`config.mk`:
```
export PLATFORM = sky130hd
export DESIGN_NAME = retire_trace_pipe
export DESIGN_NICKNAME = d
export VERILOG_FILES = /design/src/rtl/retire_trace_pkg.sv /design/src/rtl/retire_trace_stage.sv /design/src/rtl/retire_trace_pipe.sv
export SDC_FILE = /design/constraint.sdc
export NUM_CORES = 1
export LEC_CHECK = 0
export BUFFER_PORTS_ARGS = -buffer_cell sky130_fd_sc_hd__buf_2
export CORE_MARGIN = 8
export CORE_UTILIZATION = 50
export CTS_CLUSTER_DIAMETER = 30
export DETAILED_ROUTE_END_ITERATION = 10
export PLACE_DENSITY = 0.74
export REMOVE_ABC_BUFFERS = 1
export SLEW_MARGIN = 5
export SYNTH_ARGS = -nofsm -noshare
export SYNTH_HDL_FRONTEND = slang
export SYNTH_SLANG_ARGS = --single-unit
```
`constraint.sdc`:
```
create_clock -name clk -period 22.3 [get_ports clk]
set_input_delay 2.23 -clock clk [delete_from_list [all_inputs] [get_ports clk]]
set_output_delay 2.23 -clock clk [all_outputs]
set_load 0.1 [all_outputs]
```
`src/rtl/retire_trace_pkg.sv`:
```
// retire_trace_pkg: shared entry type, itype encoding and end-of-test defaults.
// Used by retire_trace_stage and retire_trace_pipe (macro RETIRE_TRACE_CNT_EN).
package retire_trace_pkg;

  localparam int TRACE_XLEN = 32;

  typedef logic [TRACE_XLEN-1:0] xword_t;

  // One-hot instruction type, bit order {j,i,r}
  localparam logic [2:0] ITYPE_R = 3'b001;
  localparam logic [2:0] ITYPE_I = 3'b010;
  localparam logic [2:0] ITYPE_J = 3'b100;

  localparam xword_t END_INSTR_DEF = 32'h0000000c;
  localparam xword_t END_VAL_DEF   = 32'h0000000a;

  typedef struct packed {
    logic       valid;
    xword_t     pc;
    xword_t     instr;
    logic [2:0] itype;
    logic [4:0] rd;
    logic [4:0] rs;
    logic [4:0] rt;
    xword_t     rd_val;
    xword_t     rs_val;
    xword_t     rt_val;
  } trace_entry_t;

  function automatic logic itype_legal(input logic [2:0] t);
    logic ok;
    case (t)
      ITYPE_R, ITYPE_I, ITYPE_J: ok = 1'b1;
      default:                   ok = 1'b0;
    endcase
    return ok;
  endfunction

endpackage

```
`src/rtl/retire_trace_stage.sv`:
```
// retire_trace_stage: one trace pipeline entry register.
// Supports hold (stall), kill (flush) and operand-value capture.
module retire_trace_stage
  import retire_trace_pkg::*;
(
  input  logic         clk_i,
  input  logic         rst_i,
  input  logic         hold_i,
  input  logic         kill_i,
  input  logic         cap_i,
  input  trace_entry_t entry_i,
  input  xword_t       rd_val_i,
  input  xword_t       rs_val_i,
  input  xword_t       rt_val_i,
  output trace_entry_t entry_o
);

  trace_entry_t entry_d;
  trace_entry_t entry_q;

  // Shift in unless held; capture values on entry; kill wins over hold.
  always_comb begin
    entry_d = entry_q;
    if (!hold_i) begin
      entry_d = entry_i;
      if (cap_i) begin
        entry_d.rd_val = rd_val_i;
        entry_d.rs_val = rs_val_i;
        entry_d.rt_val = rt_val_i;
      end
    end
    if (kill_i) begin
      entry_d.valid = 1'b0;
    end
  end

  // Entry register, cleared immediately on reset.
  always_ff @(posedge clk_i or posedge rst_i) begin
    if (rst_i) begin
      entry_q <= '0;
    end else begin
      entry_q <= entry_d;
    end
  end

  assign entry_o = entry_q;

endmodule

```
`src/rtl/retire_trace_pipe.sv`:
```
// retire_trace_pipe: shadow pipeline tracing instructions to retirement.
// Build option: define RETIRE_TRACE_CNT_EN to include the retire counter.
module retire_trace_pipe
  import retire_trace_pkg::*;
#(
  parameter int DEPTH        = 4,
  parameter int CAP_STAGE    = 2,
  parameter int FLUSH_STAGES = 2,
  parameter int XLEN         = 32,
  parameter logic [XLEN-1:0] END_INSTR = XLEN'(END_INSTR_DEF),
  parameter logic [XLEN-1:0] END_VAL   = XLEN'(END_VAL_DEF)
) (
  input  logic            clk,
  input  logic            reset,
  input  logic            valid_in,
  input  logic [XLEN-1:0] pc_in,
  input  logic [XLEN-1:0] instr_in,
  input  logic [2:0]      itype_in,
  input  logic [4:0]      rd_in,
  input  logic [4:0]      rs_in,
  input  logic [4:0]      rt_in,
  input  logic [XLEN-1:0] rd_val_in,
  input  logic [XLEN-1:0] rs_val_in,
  input  logic [XLEN-1:0] rt_val_in,
  input  logic            stall,
  input  logic            flush,
  input  logic            wr_en_wb,
  input  logic [XLEN-1:0] wr_data_wb,
  input  logic [XLEN-1:0] end_reg_val,
  output logic            ret_valid,
  output logic [XLEN-1:0] ret_pc,
  output logic [XLEN-1:0] ret_instr,
  output logic [XLEN-1:0] ret_rd_val,
  output logic [XLEN-1:0] ret_rs_val,
  output logic [XLEN-1:0] ret_rt_val,
  output logic [2:0]      ret_itype,
  output logic [4:0]      ret_rd,
  output logic [4:0]      ret_rs,
  output logic [4:0]      ret_rt,
  output logic            ret_type_err,
  output logic            end_seen,
  output logic [31:0]     ret_count
);

  trace_entry_t fetch_entry;
  trace_entry_t stage_in [DEPTH];
  trace_entry_t stage_q  [DEPTH];
  trace_entry_t last;

  // Pack the fetch-side ports into a stage-0 entry.
  always_comb begin
    fetch_entry        = '0;
    fetch_entry.valid  = valid_in;
    fetch_entry.pc     = xword_t'(pc_in);
    fetch_entry.instr  = xword_t'(instr_in);
    fetch_entry.itype  = itype_in;
    fetch_entry.rd     = rd_in;
    fetch_entry.rs     = rs_in;
    fetch_entry.rt     = rt_in;
    fetch_entry.rd_val = xword_t'(rd_val_in);
    fetch_entry.rs_val = xword_t'(rs_val_in);
    fetch_entry.rt_val = xword_t'(rt_val_in);
  end

  for (genvar k = 0; k < DEPTH; k++) begin : g_stage
    if (k == 0) begin : g_head
      assign stage_in[k] = fetch_entry;
    end else begin : g_body
      assign stage_in[k] = stage_q[k-1];
    end

    retire_trace_stage u_stage (
      .clk_i    (clk),
      .rst_i    (reset),
      .hold_i   (stall),
      .kill_i   (flush & (k < FLUSH_STAGES)),
      .cap_i    (k == CAP_STAGE),
      .entry_i  (stage_in[k]),
      .rd_val_i (xword_t'(rd_val_in)),
      .rs_val_i (xword_t'(rs_val_in)),
      .rt_val_i (xword_t'(rt_val_in)),
      .entry_o  (stage_q[k])
    );
  end

  assign last = stage_q[DEPTH-1];

  // Retire view of the oldest stage; writeback data overrides rd/rt.
  always_comb begin
    ret_valid    = last.valid & ~stall;
    ret_pc       = last.pc[XLEN-1:0];
    ret_instr    = last.instr[XLEN-1:0];
    ret_itype    = last.itype;
    ret_rd       = last.rd;
    ret_rs       = last.rs;
    ret_rt       = last.rt;
    ret_rs_val   = last.rs_val[XLEN-1:0];
    ret_rd_val   = last.rd_val[XLEN-1:0];
    ret_rt_val   = last.rt_val[XLEN-1:0];
    if (wr_en_wb) begin
      ret_rd_val = wr_data_wb;
      ret_rt_val = wr_data_wb;
    end
    ret_type_err = ret_valid & ~itype_legal(last.itype);
  end

  logic end_d;
  logic end_q;

  // Sticky end-of-test detect on a retiring end marker.
  always_comb begin
    end_d = end_q;
    if (ret_valid && ret_instr == END_INSTR &&
        end_reg_val == END_VAL) begin
      end_d = 1'b1;
    end
  end

  // End-of-test flag register.
  always_ff @(posedge clk or posedge reset) begin
    if (reset) begin
      end_q <= 1'b0;
    end else begin
      end_q <= end_d;
    end
  end

  assign end_seen = end_q;

`ifdef RETIRE_TRACE_CNT_EN
  logic [31:0] cnt_d;
  logic [31:0] cnt_q;

  // Count every retire pulse, wrapping at 32 bits.
  always_comb begin
    cnt_d = cnt_q;
    if (ret_valid) begin
      cnt_d = cnt_q + 32'd1;
    end
  end

  // Retire counter register.
  always_ff @(posedge clk or posedge reset) begin
    if (reset) begin
      cnt_q <= 32'd0;
    end else begin
      cnt_q <= cnt_d;
    end
  end

  assign ret_count = cnt_q;
`else
  assign ret_count = 32'd0;
`endif

endmodule

```
==> out/summary.txt <==
leading area contributor after synthesis: dfrtp_1
Num CTS Buffers: 102
RSZ-0062 raised after global routing: false
final WL: 45.1 mm
post-CTS sizing: 0
Most used DFF post-synth: dfrtp_1
# IOs: 461
H-tree depth: 3
Final Hold Viols: 0
dpl cell area: 23000 um^2
mux share of post-synthesis cell area: 27.5%
# port buffers: 428
Post-Synth Adder-Cell Area: 0%
Slew @ Worst Pin: 1.06 ns
core footprint: 42700 um^2
Synth Area in XOR/XNOR: 0.0408%
Mapped Cells: 1454
min cycle time layout: 6.00 ns
pwr dens: 131 nW/um^2
Critical Path AT: 3.77 ns
clock-pin slew on the worst setup and hold paths: 0.05 ns
post-route cell area: 26500 um^2
asr flop ratio synth: 100%
Cell variety after synth: 21
first-pass GRT wire length: 70.7 mm
effective utilization at floorplan: 50.3%
static leakage: 12.4 nW
root buf cell: clkbuf_16
CTS tree: yes
Overall Global Routing Usage: 17.8%
Vias: 12.1k
clock latency on the worst-skew pair: 0.62 ns
DR iter-0 viols: 656
flops & latches, synth: 525
grt ovf: 0
compound-gate portion of the synthesized area: 1.58%
cell area after synthesis: 21500 um^2
Avg Cell Area, Syn: 14.8 um^2
Slew Viols, Final: 0
antenna violations before repair: 13
Horiz. Die Dim: 223 um
critical-path maximum fanout: 96
Slowest cell on crit path: buf_4
Setup CP Type: in2out
top cell type's share of synthesized area: 61.2%
DP Wirelength: 30.8 mm
vias in the first global route: 13.1k
# hold bufs at CTS: 0
most used cell, CP: buf_2
drt drc: 0
Worst path max stage delay: 0.58 ns
Synth top cells by count: 525 x dfrtp_1, 522 x mux2_2, 183 x buf_4, 66 x o21ai_0, 65 x inv_1
crit path launch: wr_en_wb
nets: 2062
combinational family with the most area after synthesis: multiplexers
Rows: 76
sequential-to-total area share from yosys stat: 61.2%
critical path depth: 5
WP data required: 20.07 ns
CP endpoint kind: primary output
largest net degree at the start of global routing: 166
via/cell ratio: 4.95
CP Buf/Inv Count: 3
Die ar.: 49800 um^2
Fin Hold WS: 0.493 ns
Max Root-Sink Buffers: 3
clock sink count: 525
fmax: 167 MHz
Die H: 223 um
Worst R2R Path Depth: 4
main area contributors after synthesis: dfrtp_1 61%, mux2_2 27%, buf_4 6.4%, o21ai_0 1.5%, inv_1 1.1%
Hold Path Class: reg2reg
post-route ant nets: 0
worst flop-to-flop path startpoint: g_stage[3].u_stage.entry_o[131]$_DFFE_PP0N_
Worst Setup Start Kind: primary input
Final setup violation count: 0
number of synthesized flops with an enable pin: 0
CP top delay family: buffers and inverters
Max IR drop VDD: 0.0000961 V
total of max-cap violations: 0
final RePlAce weighted congestion: 0.925
Area growth, synth to finish: 23.5%
share of cells above drive strength 1: 60.4%
Reg2Reg Capture Point: end_seen$_DFFE_PP0P_
yosys warns: 0
most frequent cell after synthesis: dfrtp_1
First-pass DRT Iterations: 4
worst clock skew: 0.0158 ns
headroom to the max-slew limit: 29.0%
simple-gate area share of the yosys netlist: 1.39%
post-detailed-route wirelength per cell: 18.4 um
outcome: finished clean
Post-CTS Setup Inserts: 0
Hold Path Depth: 1
CP cell instances: buf_2 -> buf_4 -> nand2_1 -> o21ai_0 -> buf_2
setup slack, reg-to-reg: 20.13 ns
Tot Pwr: 0.00348 W
sum of negative setup slack: 0 ns
Setup crit end: ret_rd_val[23]
Core Util, Final: 62.1%
Final Cycle Share: 26.9%
worst register-to-register path, stage by stage (launching register included):
cell and delay [ns]:
dfrtp_1 0.41, nor4_2 0.43, nand4_1 0.28, nor4_1 0.73, a41o_1 0.27
how the worst min path moves through the flow:
stage,end,from
final,g_stage[2].u_stage.entry_o[127]$_DFFE_PP0N_,g_stage[1].u_stage.entry_o[127]$_DFFE_PP0N_
after global routing,g_stage[2].u_stage.entry_o[127]$_DFFE_PP0N_,g_stage[1].u_stage.entry_o[127]$_DFFE_PP0N_
after CTS,g_stage[1].u_stage.entry_o[87]$_DFFE_PP0N_,g_stage[2].u_stage.entry_o[87]$_DFFE_PP0N_
after detailed placement,g_stage[1].u_stage.entry_o[83]$_DFFE_PP0N_,g_stage[2].u_stage.entry_o[83]$_DFFE_PP0N_
after global placement,g_stage[1].u_stage.entry_o[84]$_DFFE_PP0N_,g_stage[2].u_stage.entry_o[84]$_DFFE_PP0N_
after floorplan,g_stage[3].u_stage.entry_o[178]$_DFFE_PP0N_,g_stage[3].u_stage.entry_o[178]$_DFFE_PP0N_
flip-flops by register name, summed over array words and instances (netlist names):
signal                   cells
g_stage.u_stage.entry_o    524
end_seen                     1
per-stage QoR:
stage / cells / setup WS [ns]
after floorplan: 1271 / 5.40
after global placement: 2256 / 16.36
after detailed placement: 2256 / 16.31
after CTS: 2446 / 16.30
after global routing: 2447 / 16.22
final: 2447 / 16.30
power by group:
part,total [W],switching [W],leakage [nW],internal (W)
logic,0.000774,0.000591,4.50,0.000183
clock network,0.00152,0.000503,1.70,0.00102
registers,0.00118,0.0000802,6.17,0.00110
total,0.00348,0.00117,12.4,0.00231
metal layers:
layer / part of all wire (%) / wire (um) / global-route usage [%] / vias to the layer above
li1: - / - / - / 5596
met1: 40 / 18100 / 20.7 / 6002
met2: 49 / 21900 / 29.3 / 418
met3: 8.7 / 3940 / 7.25 / 84
met4: 2.3 / 1030 / 6.90 / 20
met5: 0.30 / 135 / 0 / -
final cells by class:
type	count	area [um^2]
antenna	1	2.50
clock buffer	129	2840
clock inverter	61	696
fill	3141	16200
inverter	65	251
multi-input combinational	681	6670
sequential	525	13100
tap	546	683
timing repair buffer	439	2250
logic make-up after synthesis:
group | count (synthesis)
flops | 525
xor+xnor | 1
simple gates | 57
buf+inv | 279
mux | 524
compound gates | 67
other cells | 1
cells in the final DEF (no fill, tap or decap), drive strengths merged:
cell type	synthesis	routed
a41o	1	1
and2	1	1
and2b	1	1
buf	208	439
bufinv	0	10
clkbuf	6	129
clkinv	0	23
clkinvlp	0	17
conb	1	32
dfrtp	525	525
diode	0	1
inv	65	76
mux2	522	522
mux2i	2	2
nand2	33	33
nand4	3	3
nor2	2	2
nor4	14	14
nor4b	2	2
nor4bb	1	1
o21ai	66	66
xor2	1	1
Power figures use the tool's default switching activity.
